<file path="config.mk">
export PLATFORM = sky130hd
export DESIGN_NAME = reg_file_2r1w
export DESIGN_NICKNAME = d
export VERILOG_FILES = /design/src/rtl/reg_file_pkg.sv /design/src/rtl/reg_file_rd_port.sv /design/src/rtl/reg_file_2r1w.sv
export SDC_FILE = /design/constraint.sdc
export NUM_CORES = 1
export LEC_CHECK = 0
export BUFFER_PORTS_ARGS = -buffer_cell sky130_fd_sc_hd__buf_2
export CAP_MARGIN = 40
export CORE_MARGIN = 5
export CORE_UTILIZATION = 40
export CTS_CLUSTER_SIZE = 30
export DETAILED_ROUTE_END_ITERATION = 10
export PLACE_DENSITY = 0.54
export SYNTH_ARGS = -nofsm -noshare
export SYNTH_HDL_FRONTEND = slang
export SYNTH_HIERARCHICAL = 1
export SYNTH_SLANG_ARGS = --single-unit
</file>
<file path="constraint.sdc">
create_clock -name clk_i -period 1.5 [get_ports clk_i]
set_input_delay 0.075 -clock clk_i [delete_from_list [all_inputs] [get_ports clk_i]]
set_output_delay 0.075 -clock clk_i [all_outputs]
set_load 0.02 [all_outputs]
</file>
<file path="src/rtl/reg_file_pkg.sv">
// Shared constants and helpers for the two-read / one-write register file.
// The byte-merge helper is used by both the storage write path and the read bypass.
package reg_file_pkg;

    localparam int DATA_W_DEF = 16;
    localparam int DEPTH_DEF  = 8;

    // Widest word the shared helpers handle; callers zero-extend into it and truncate back.
    localparam int MAX_DATA_W = 1024;
    localparam int MAX_BYTES  = MAX_DATA_W / 8;

    typedef logic [MAX_DATA_W-1:0] word_max_t;
    typedef logic [MAX_BYTES-1:0]  be_max_t;

    function automatic int calc_addr_w(input int depth);
        return (depth > 1) ? $clog2(depth) : 1;
    endfunction

    function automatic word_max_t byte_merge(
        input word_max_t old_w,
        input word_max_t new_w,
        input be_max_t   be
    );
        word_max_t res;
        res = old_w;
        for (int i = 0; i < MAX_BYTES; i++) begin
            if (be[i]) begin
                res[8*i +: 8] = new_w[8*i +: 8];
            end
        end
        return res;
    endfunction

endpackage

</file>
<file path="src/rtl/reg_file_rd_port.sv">
// One registered read port: entry select, range check, optional write bypass,
// and the per-port out-of-range flag that the top folds into addr_err_o.
module reg_file_rd_port
    import reg_file_pkg::*;
#(
    parameter int DATA_W = DATA_W_DEF,
    parameter int DEPTH  = DEPTH_DEF,
    parameter int ADDR_W = calc_addr_w(DEPTH),
    parameter int BYPASS = 1
) (
    input  logic                  clk_i,
    input  logic                  rst_ni,
    input  logic [DATA_W-1:0]     mem_i [DEPTH],
    input  logic                  clr_i,
    input  logic                  wr_en_i,
    input  logic [ADDR_W-1:0]     wr_addr_i,
    input  logic [DATA_W/8-1:0]   wr_be_i,
    input  logic [DATA_W-1:0]     wr_data_i,
    input  logic                  rd_en_i,
    input  logic [ADDR_W-1:0]     rd_addr_i,
    output logic [DATA_W-1:0]     rd_data_o,
    output logic                  rd_valid_o,
    output logic                  rd_err_o
);

    logic [DATA_W-1:0] word_sel;
    logic [DATA_W-1:0] rd_data_d;
    logic [DATA_W-1:0] rd_data_q;
    logic              rd_valid_q;
    logic              in_range;
    logic              wr_hit;

    // Explicit compare per entry keeps the select in range even when DEPTH < 2**ADDR_W.
    always_comb begin
        word_sel = '0;
        for (int i = 0; i < DEPTH; i++) begin
            if (rd_addr_i == ADDR_W'(i)) begin
                word_sel = mem_i[i];
            end
        end
    end

    assign in_range = int'(rd_addr_i) < DEPTH;

    // A clearing cycle always returns pre-clear contents, so it disables the bypass.
    assign wr_hit = (BYPASS != 0) && wr_en_i && !clr_i && (wr_addr_i == rd_addr_i);

    always_comb begin
        rd_data_d = rd_data_q;
        if (rd_en_i) begin
            if (!in_range) begin
                rd_data_d = '0;
            end else if (wr_hit) begin
                rd_data_d = DATA_W'(byte_merge(word_max_t'(word_sel),
                                               word_max_t'(wr_data_i),
                                               be_max_t'(wr_be_i)));
            end else begin
                rd_data_d = word_sel;
            end
        end
    end

    assign rd_err_o = rd_en_i && !in_range;

    always_ff @(posedge clk_i or negedge rst_ni) begin
        if (!rst_ni) begin
            rd_data_q  <= '0;
            rd_valid_q <= 1'b0;
        end else begin
            rd_data_q  <= rd_data_d;
            rd_valid_q <= rd_en_i;
        end
    end

    assign rd_data_o  = rd_data_q;
    assign rd_valid_o = rd_valid_q;

endmodule

</file>
<file path="src/rtl/reg_file_2r1w.sv">
// Parametrised register file with one byte-masked write port and two registered
// read ports; supports synchronous bulk clear and out-of-range access flagging.
module reg_file_2r1w
    import reg_file_pkg::*;
#(
    parameter int DATA_W = DATA_W_DEF,
    parameter int DEPTH  = DEPTH_DEF,
    parameter int ADDR_W = calc_addr_w(DEPTH),
    parameter int BYPASS = 1
) (
    input  logic                  clk_i,
    input  logic                  rst_ni,
    input  logic                  clr_i,
    input  logic                  wr_en_i,
    input  logic [ADDR_W-1:0]     wr_addr_i,
    input  logic [DATA_W/8-1:0]   wr_be_i,
    input  logic [DATA_W-1:0]     wr_data_i,
    input  logic                  rd0_en_i,
    input  logic [ADDR_W-1:0]     rd0_addr_i,
    input  logic                  rd1_en_i,
    input  logic [ADDR_W-1:0]     rd1_addr_i,
    output logic [DATA_W-1:0]     rd0_data_o,
    output logic                  rd0_valid_o,
    output logic [DATA_W-1:0]     rd1_data_o,
    output logic                  rd1_valid_o,
    output logic                  addr_err_o
);

    logic [DATA_W-1:0] mem_q [DEPTH];
    logic [DATA_W-1:0] mem_d [DEPTH];
    logic              wr_in_range;
    logic              wr_err;
    logic              rd0_err;
    logic              rd1_err;
    logic              addr_err_d;
    logic              addr_err_q;

    assign wr_in_range = int'(wr_addr_i) < DEPTH;
    assign wr_err      = wr_en_i && !wr_in_range;

    // NOTE: mem_d takes a full default first so every path assigns it and no latch is inferred.
    always_comb begin
        mem_d = mem_q;
        if (clr_i) begin
            for (int i = 0; i < DEPTH; i++) begin
                mem_d[i] = '0;
            end
        end else if (wr_en_i) begin
            for (int i = 0; i < DEPTH; i++) begin
                if (wr_addr_i == ADDR_W'(i)) begin
                    mem_d[i] = DATA_W'(byte_merge(word_max_t'(mem_q[i]),
                                                  word_max_t'(wr_data_i),
                                                  be_max_t'(wr_be_i)));
                end
            end
        end
    end

    assign addr_err_d = wr_err || rd0_err || rd1_err;

    // NOTE: the storage array is reset too, since every entry must read 0 after reset.
    // NOTE: state updates use non-blocking assignment so all flops sample pre-edge values.
    always_ff @(posedge clk_i or negedge rst_ni) begin
        if (!rst_ni) begin
            for (int i = 0; i < DEPTH; i++) begin
                mem_q[i] <= '0;
            end
            addr_err_q <= 1'b0;
        end else begin
            for (int i = 0; i < DEPTH; i++) begin
                mem_q[i] <= mem_d[i];
            end
            addr_err_q <= addr_err_d;
        end
    end

    assign addr_err_o = addr_err_q;

    reg_file_rd_port #(
        .DATA_W (DATA_W),
        .DEPTH  (DEPTH),
        .ADDR_W (ADDR_W),
        .BYPASS (BYPASS)
    ) u_rd0 (
        .clk_i      (clk_i),
        .rst_ni     (rst_ni),
        .mem_i      (mem_q),
        .clr_i      (clr_i),
        .wr_en_i    (wr_en_i),
        .wr_addr_i  (wr_addr_i),
        .wr_be_i    (wr_be_i),
        .wr_data_i  (wr_data_i),
        .rd_en_i    (rd0_en_i),
        .rd_addr_i  (rd0_addr_i),
        .rd_data_o  (rd0_data_o),
        .rd_valid_o (rd0_valid_o),
        .rd_err_o   (rd0_err)
    );

    reg_file_rd_port #(
        .DATA_W (DATA_W),
        .DEPTH  (DEPTH),
        .ADDR_W (ADDR_W),
        .BYPASS (BYPASS)
    ) u_rd1 (
        .clk_i      (clk_i),
        .rst_ni     (rst_ni),
        .mem_i      (mem_q),
        .clr_i      (clr_i),
        .wr_en_i    (wr_en_i),
        .wr_addr_i  (wr_addr_i),
        .wr_be_i    (wr_be_i),
        .wr_data_i  (wr_data_i),
        .rd_en_i    (rd1_en_i),
        .rd_addr_i  (rd1_addr_i),
        .rd_data_o  (rd1_data_o),
        .rd_valid_o (rd1_valid_o),
        .rd_err_o   (rd1_err)
    );

endmodule

</file>
== Word-level counts from Yosys, hierarchy flattened ==
Index checks and enable logic that the tools add are counted.

* Register bits: 162
* Bits of input ports: 33
* Output and inout port bits: 35
* Logic and storage cells: 111

* Eq/ne operators: 23
* Mux-type cells: 34
* Reductions and logical operators: 34

{| class="wikitable"
|+ Operators with widths
! cell !! number
|-
| $mux W16 || 26
|-
| $mux W128 || 2
|-
| $mux W8 || 6
|-
| $reduce_and A3 Y1 || 16
|-
| $eq A3 B3 Y1 const B || 12
|-
| $reduce_bool A2 Y1 || 11
|-
| $eq A3 B2 Y1 const B || 6
|-
| $eq A3 B1 Y1 const B || 3
|-
| $logic_not A3 Y1 || 3
|-
| $eq A3 B3 Y1 || 2
|-
| $logic_and A1 B1 Y1 || 3
|-
| $logic_not A1 Y1 || 1
|}

== Depth between registers and ports, before layout ==
Gate-level depths: netlist (run 1).

* Word-level depth: 11
* Gate-level depth with buffers: 7

== Hierarchy ==
The synthesis (run 1) kept the hierarchy.

{| class="wikitable"
|+ By module, submodules not included
! module !! times used !! cells an instance !! area each (um^2)
|-
| reg_file_2r1w || 1 || 470 || 5799.3
|-
| reg_file_rd_port || 2 || 237 || 2197.1
|}

== Worst setup path before layout (run 1) ==
OpenSTA, ideal clock, no wires.

* Path type: in2reg
* From: input port rd0_addr_i[2]
* To: register u_rd0.rd_data_q[0] (netlist: u_rd0/rd_data_o[0])
* Library setup time: 94 ps
* Data arrival time: 1243 ps
* Slack: 163 ps
* Stages on the path: 5
* Buffers on the path: 1
* Path through: buf_2 -> xor2_2 -> o41ai_4 -> a21oi_1 -> a221oi_2

* Word-level cells in the longest chain between the ends: 11

{| class="wikitable"
|+ Ends and longest elaborated chain
! what !! line !! source
|-
| start: declaration || reg_file_2r1w.sv:19 || <nowiki>input logic [ADDR_W-1:0] rd0_addr_i,</nowiki>
|-
| $logic_not A3 Y1 || reg_file_rd_port.sv:37 || <nowiki>if (rd_addr_i == ADDR_W'(i)) begin</nowiki>
|-
| $mux W16 (8 in a row) || reg_file_rd_port.sv:37 ||
|-
| $mux W8 || reg_file_pkg.sv:27 || <nowiki>if (be[i]) begin</nowiki>
|-
| $mux W16 (*) || reg_file_rd_port.sv:53 || <nowiki>end else if (wr_hit) begin</nowiki>
|-
| end signal: assignment || reg_file_rd_port.sv:70 || <nowiki>rd_data_q <= rd_data_d;</nowiki>
|-
| end: declaration || reg_file_rd_port.sv:28 || <nowiki>logic [DATA_W-1:0] rd_data_q;</nowiki>
|}

Mark *: on every way between the ends. The rest lies on a longest branch, timed or not.
A chain may end at the register's enable or synchronous reset.

== Final worst setup path (run 1) ==
* From: register mem_q[122] (netlist bit)
* To: register u_rd0.rd_data_q[10] (netlist: u_rd0/rd_data_o[10])

* Word-level cells in the longest chain between the ends: 10

{| class="wikitable"
|+ Ends and longest elaborated chain
! what !! line !! source
|-
| start: declaration || reg_file_2r1w.sv:29 || <nowiki>logic [DATA_W-1:0] mem_q [DEPTH];</nowiki>
|-
| start signal: indexed assignment || reg_file_2r1w.sv:71 || <nowiki>mem_q[i] <= mem_d[i];</nowiki>
|-
| $mux W16 (*) (8 in a row) || reg_file_rd_port.sv:37 ||
|-
| $mux W8 || reg_file_pkg.sv:27 ||
|-
| $mux W16 (*) || reg_file_rd_port.sv:53 ||
|}

Marks and branches as above.

==> metrics.md, run 1 <==
| Metric | Value |
|---|---|
| Max-slew violations | `0` |
| Overflow left after global routing | `0` |
| CP Data Arrival Time | `1.85 ns` |
| Critical-path maximum fanout | `3` |
| Vias per cell | `5.742` |
| Tcrit/Tclk final | `101.7%` |
| Core outline area | `25110 um2` |
| Min Tclk post-route | `1.526 ns` |
| Routed Antenna Nets | `0` |
| Top-area cell type share of the netlist area | `40.01%` |
| Switching part of the total power | `29.97%` |
| Vias in the first global route | `7704` |
| Synth top area cells | `dfrtp_1 40%, mux2i_1 17%, nand2b_1 7.9%, a2bb2oi_1 5.5%, a221oi_2 4.7%` |
| DR top layer | `met4` |
| First-pass GRT wire length | `48140 um` |
| Int Pwr | `7812 uW` |
| Fin worst setup slack | `-0.02552 ns` |
| H-tree Lvls | `4` |
| Horiz. Die Dim | `169.6 um` |
| Chip Height | `169.6 um` |
| Sequential Power Share | `41.5%` |
| Most frequent cells in the layout | `176 x mux2i_1, 163 x dfrtp_1, 128 x nand2b_1` |
| Status | `complete, but fails checks` |
| CTS Sinks | `163` |
| Clock Skew | `0.01325 ns` |
| Initial Util | `40.60%` |
| Pwr dens | `907.6 nW/um2` |
| Initial antenna violation count | `0` |
| Failing checks | `setup timing` |
| Worst Path Required | `1.82 ns` |
| Drt pass-1 iters | `5` |
| Power share of the clock group | `42.2%` |
| Psw | `3344 uW` |
| Syn Inst Count | `944` |
| Crit Path Category | `flop to flop` |
| Post-layout util | `48.95%` |
| Cell chain of the critical path | `nor2b_1 -> a2111oi_1 -> a221o_1 -> a221oi_2` |
| Overall power | `11160 uW` |
| Worst-case clock buffer depth | `2` |
| Final hold violation count | `0` |
| Synth Warn # | `6` |
| Iteration-0 DRC Markers | `990` |
| Layout cell share with drive strength beyond 1 | `25.19%` |
| CTS tree | `yes` |
| Critical path startpoint category | `flop` |
| Slowest Stage Delay on Critical Path | `0.52 ns` |
| Post-DP HPWL | `21470 um` |
| Layout area overhead | `20.57%` |
| DIE AREA | `28780 um2` |
| Slowest CP cell | `a2111oi_1` |
| Post-Syn Area | `10190 um2` |
| Post-synth top area cell | `dfrtp_1` |
| Sequential share of the synthesized area | `40.01%` |
| Met3 WL | `1779 um` |
| Max_cap viols | `0` |
| Total routed wirelength | `30940 um` |
| Slew at the pin closest to its max-slew limit | `0.5164 ns` |
| N_diodes | `0` |
| Clock transition at path regs | `0.08 ns` |
| Drt wl/cell | `22.13 um` |
| Remaining DRCs | `0` |
| # IOs | `68` |
| Buffers added on ports | `67` |
| Post-layout net count | `1088` |
| Met2 routed WL | `12090 um` |
| Clk_lat worst skew | `0.44 ns` |
| Wire length on met1 | `16810 um` |
| Most common cell after layout, fill and taps aside | `mux2i_1` |
| Largest net degree at the start of global routing | `73` |
| WP buf/inv | `0` |
| Leakage | `0.006022 uW` |
| Row count | `58` |
| Hold Path Class | `input pin to flop` |
| TritonCTS Buffers | `17` |
| Synth unique cells | `42` |
| CTS root buf | `clkbuf_16` |
| Avg Inst Size Synth | `10.80 um2` |
| Achievable clock frequency | `655.5 MHz` |
| Worst slew margin | `65.48%` |
| Crit. End Element | `flop` |
| Overall via count from detail_route | `8027` |
| Post-Syn Nets | `977` |
| Total track usage | `21.38%` |
| Max VDD drop | `0.0006972 V` |
| Placer Congestion | `0.8465` |
| Delay-heaviest family, CP | `compound AO/OA/AOI/OAI gates` |
| Final setup fails | `1` |
| RSZ-0062 raised after global routing | `true` |
| Gate power share | `16.4%` |
| Yosys reg bits | `163` |
final timing paths:
kind	from	to	slack, ns	cells past startpoint
max	mem_q[122]	u_rd0/rd_data_o[10]	-0.03	4
min reg2reg	mem_q[48]	mem_q[48]	0.56	2
min in group asynchronous	rst_ni	mem_q[11]	0.18	3
max in group asynchronous	rst_ni	mem_q[71]	0.96	3
min	rd1_en_i	u_rd1/rd_data_o[12]	0.07	3
max reg2reg	mem_q[122]	u_rd0/rd_data_o[10]	-0.03	4
layer usage:
| metal | vias to the layer above | global-route usage (%) |
|---|---|---|
| li1 | 3702 | - |
| met1 | 4059 | 37.19 |
| met2 | 249 | 27.00 |
| met3 | 17 | 2.865 |
| met4 | 0 | 4.655 |
| met5 | - | 0 |
registers in the layout (all words and copies together) (netlist names):
name / cells
mem_q: 128
u_rd0/rd_data_o: 16
addr_err_o: 1
u_rd1/rd_valid_o: 1
u_rd0/rd_valid_o: 1
u_rd1/rd_data_o: 16
power groups by stage:
stage	combinational, uW	sequential [uW]	clock [uW]
after floorplan	922	4800	0
after global placement	1740	4710	0
after detailed placement	1740	4710	0
after CTS	1790	4620	4780
after global routing	1950	4640	4930
final	1820	4630	4710
repair_timing:
action / 4_1_cts / 5_1_grt
resized for setup: 7 / 34
cloned: 0 / 0
hold buffers: 18 / 0
endpoints found under the hold margin: 212 / 0
setup endpoints to repair: 5 / 23
setup buffers: 0 / 2
pin swaps: 0 / 3
worst reg2reg max path, delay by kind of cell (launching register included):
kind	cells	cell delay (ns)
simple gates	1	0.14
flops	1	0.40
compound gates	3	0.86
cell type report:
cell class                      count  area (um2)
Inverter                           32       120.1
Sequential cell                   163        4079
Timing Repair Buffer              177        1453
Tap cell                          330       412.9
Multi-Input combinational cell    664        5615
Fill cell                        2328       12820
Clock inverter                     15       185.2
Clock buffer                       17       425.4
stage by stage:
step	area, um2	hold slack (ns)	std cells	worst slack (ns)	TNS [ns]
2_1_floorplan	10190	-0.2206	944	0.1635	0
3_3_place_gp	11370	0.08913	1346	-0.1514	-1.022
5_1_grt	12290	0.08753	1398	-0.04392	-0.1163
3_5_place_dp	11370	0.09181	1346	-0.1089	-1.040
6_report	12290	0.07372	1398	-0.02552	-0.02552
4_1_cts	12180	0.05919	1396	0.002005	0
cells in the mapped netlist, drive strengths merged:
cell type / number
conb: 2
a2bb2oi: 64
buf: 47
a221o: 32
nand3: 22
a21oi: 48
nor2: 33
or2: 1
o41ai: 4
nand2: 10
and3b: 2
nand2b: 129
inv: 32
xor2: 6
and3: 4
nor2b: 37
clkbuf: 38
nor4: 4
dfrtp: 163
a221oi: 32
o21ai: 16
and2b: 1
mux2i: 176
a2111oi: 32
and2: 5
nand3b: 4
cells by family after synthesis:
kind of cell | after synthesis | share of synthesized area, %
other cells | 2 | 0.07367
mux | 176 | 17.28
flops | 163 | 40.01
compound gates | 228 | 20.33
buf+inv | 117 | 6.039
simple gates | 252 | 15.31
xor+xnor | 6 | 0.9574
Note: power is estimated with default switching activity, not from simulation.
==> run 2, diff against run 1 <==
- CORE_UTILIZATION: 40 -> 45
- PLACE_DENSITY: 0.54 -> 0.59
==> run 2 against run 1 <==
Net effect:
- global-route usage grew 1.4 points
- non-clock buffer count shrank 11
- core utilization grew 5.0 points
- combinational power is essentially flat
- the run now ends clean
- maximum frequency grew 4.3%
- setup slack gained 0.064 ns
- largest power group is now registers
- count of clock-buffer cells in the layout grew 2
- clock skew shrank 0.0053 ns
- clock power shrank 8.5%
- critical path depth is the same
- register-to-register slack gained 0.06 ns
==> metrics.md, run 2 (synthesized netlist as in run 1, its figures left out) <==
| Metric | Value |
|---|---|
| Achievable clock frequency | `684.0 MHz (+4.3%)` |
| Critical path startpoint category | `flop` |
| Layout cell share with drive strength beyond 1 | `24.60% (-0.59 points)` |
| First-pass GRT wire length | `46910 um (-2.6%)` |
| Worst-case clock buffer depth | `2 (unchanged)` |
| Biggest register | `mem_q` |
| Iteration-0 DRC Markers | `696 (-30%)` |
| Remaining DRCs | `0 (unchanged)` |
| Largest net degree at the start of global routing | `78 (+6.8%)` |
| Crit Path Category | `flop to flop` |
| Sequential Area | `4079 um2 (unchanged)` |
| Initial Util | `45.30% (+4.7 points)` |
| Critical-path maximum fanout | `3 (unchanged)` |
| Layout area overhead | `19.17%` |
| Pwr dens | `883.1 nW/um2 (-2.7%)` |
| Core outline area | `22500 um2 (-10%)` |
| Max-slew violations | `0 (unchanged)` |
| RSZ-0062 raised after global routing | `true` |
| CTS tree | `yes` |
| Post-layout net count | `1077 (-1.0%)` |
| Most frequent cells in the layout | `176 x mux2i_1, 163 x dfrtp_1, 128 x nand2b_1` |
| Fin worst setup slack | `0.03807 ns (+0.06359 ns)` |
| Chip Height | `160.5 um (-5.4%)` |
| Min Tclk post-route | `1.462 ns (-0.06359 ns)` |
| Max VDD drop | `0.0007240 V (+3.8%)` |
| Clock Skew | `0.007931 ns (-0.005321 ns)` |
| Clock transition at path regs | `0.07 ns (about the same)` |
| CTS root buf | `clkbuf_16` |
| Drt pass-1 iters | `5 (unchanged)` |
| DP Worst Slack | `-0.1488 ns (-0.03991 ns)` |
| H-tree Lvls | `4 (unchanged)` |
| Max FFs per register | `128 (unchanged)` |
| CP Data Arrival Time | `1.77 ns (-0.08 ns)` |
| Buffers added on ports | `67 (unchanged)` |
| CTS Sinks | `163 (unchanged)` |
| Worst Path Required | `1.81 ns (about the same)` |
| TritonCTS Buffers | `17 (unchanged)` |
| Vias per cell | `5.902 (+2.8%)` |
| Most common cell after layout, fill and taps aside | `mux2i_1` |
| Hold Path Class | `input pin to flop` |
| # IOs | `68 (unchanged)` |
| Leakage | `0.005959 uW (-1.1%)` |
| Initial antenna violation count | `0 (unchanged)` |
| Post-layout util | `53.98% (+5.0 points)` |
| Vias in the first global route | `7716 (+0.16%)` |
| Drt wl/cell | `21.80 um (-1.5%)` |
| Final setup fails | `0 (-1)` |
| Clk_lat worst skew | `0.43 ns (about the same)` |
| N_diodes | `0 (unchanged)` |
| Total routed wirelength | `29260 um (-5.5%)` |
| Crit. End Element | `flop` |
| Overflow left after global routing | `0 (unchanged)` |
| DIE AREA | `25760 um2 (-10%)` |
| FILL cells | `1949 (-16%)` |
| Tcrit/Tclk final | `97.46% (-4.2 points)` |
| Final hold violation count | `0 (unchanged)` |
| Row count | `55 (-5.2%)` |
| Post-DP HPWL | `20660 um (-3.8%)` |
| Area of the multi-input gates | `5619 um2 (about the same)` |
| Horiz. Die Dim | `160.5 um (-5.4%)` |
| Max_cap viols | `0 (unchanged)` |
| Overall via count from detail_route | `7921 (-1.3%)` |
| Total track usage | `22.77% (+1.4 points)` |
| Placer Congestion | `0.8753 (+3.4%)` |
| Routed Antenna Nets | `0 (unchanged)` |
| Status | `finished clean` |
run 2: worst paths after layout:
check	from	endpoint	slack [ns]	cells past startpoint
setup / recovery	mem_q[123]	u_rd0/rd_data_o[11]	0.04	4
setup reg to reg	mem_q[123]	u_rd0/rd_data_o[11]	0.04	4
min in group asynchronous	rst_ni	mem_q[11]	0.17	2
hold / removal	rd0_en_i	u_rd0/rd_data_o[3]	0.09	3
hold reg to reg	mem_q[97]	mem_q[97]	0.57	2
max in group asynchronous	rst_ni	mem_q[110]	0.69	3
run 2: repair_timing:
item                       CTS  global route
resized for setup            7            34
gates cloned                 0             0
pin swaps                    0             8
setup endpoints to repair    6            22
hold buffers                17             0
hold endpoints to repair   120             0
buffers inserted             0             2
run 2: power by group:
| part | internal [uW] | switching [uW] | total [uW] | leakage, uW |
|---|---|---|---|---|
| Clock | 2270 | 2030 | 4310 | 0.000284 |
| Sequential | 4530 | 96.3 | 4620 | 0.00220 |
| Combinational | 732 | 1070 | 1800 | 0.00347 |
run 2: layout make-up:
class                           count  area share (%)
Clock buffer                       19           3.728
Clock inverter                     13          0.9476
Inverter                           32          0.9888
Multi-Input combinational cell    664           46.26
Sequential cell                   163           33.58
Tap cell                          285           2.935
Timing Repair Buffer              166           11.57
run 2: per-layer routing:
metal	up-vias	global-route usage (%)	share of wire [%]
li1	3692	-	-
met1	3913	39.24	53
met2	302	29.32	39
met3	14	3.490	7.1
met4	0	4.263	0.59
met5	-	0	0
run 2: per-stage QoR:
stage | power [uW] | cells | TNS [ns] | hold slack [ns] | instance area (um2)
finish | 10730 | 1342 | 0 | 0.08673 | 12150
global route | 11170 | 1342 | -0.0006296 | 0.09793 | 12150
CTS | 10770 | 1340 | 0 | 0.07922 | 12030
detailed placement | 6422 | 1291 | -1.479 | 0.05908 | 11270
global placement | 6410 | 1291 | -0.8311 | 0.06005 | 11270
floorplan | 5720 | 944 | 0 | -0.2206 | 10190
run 2: critical path: stages (launching register included):
cell and delay, ns:
dfrtp_1 0.41, nor2b_1 0.13, a2111oi_0 0.44, a221o_1 0.28, a221oi_2 0.08
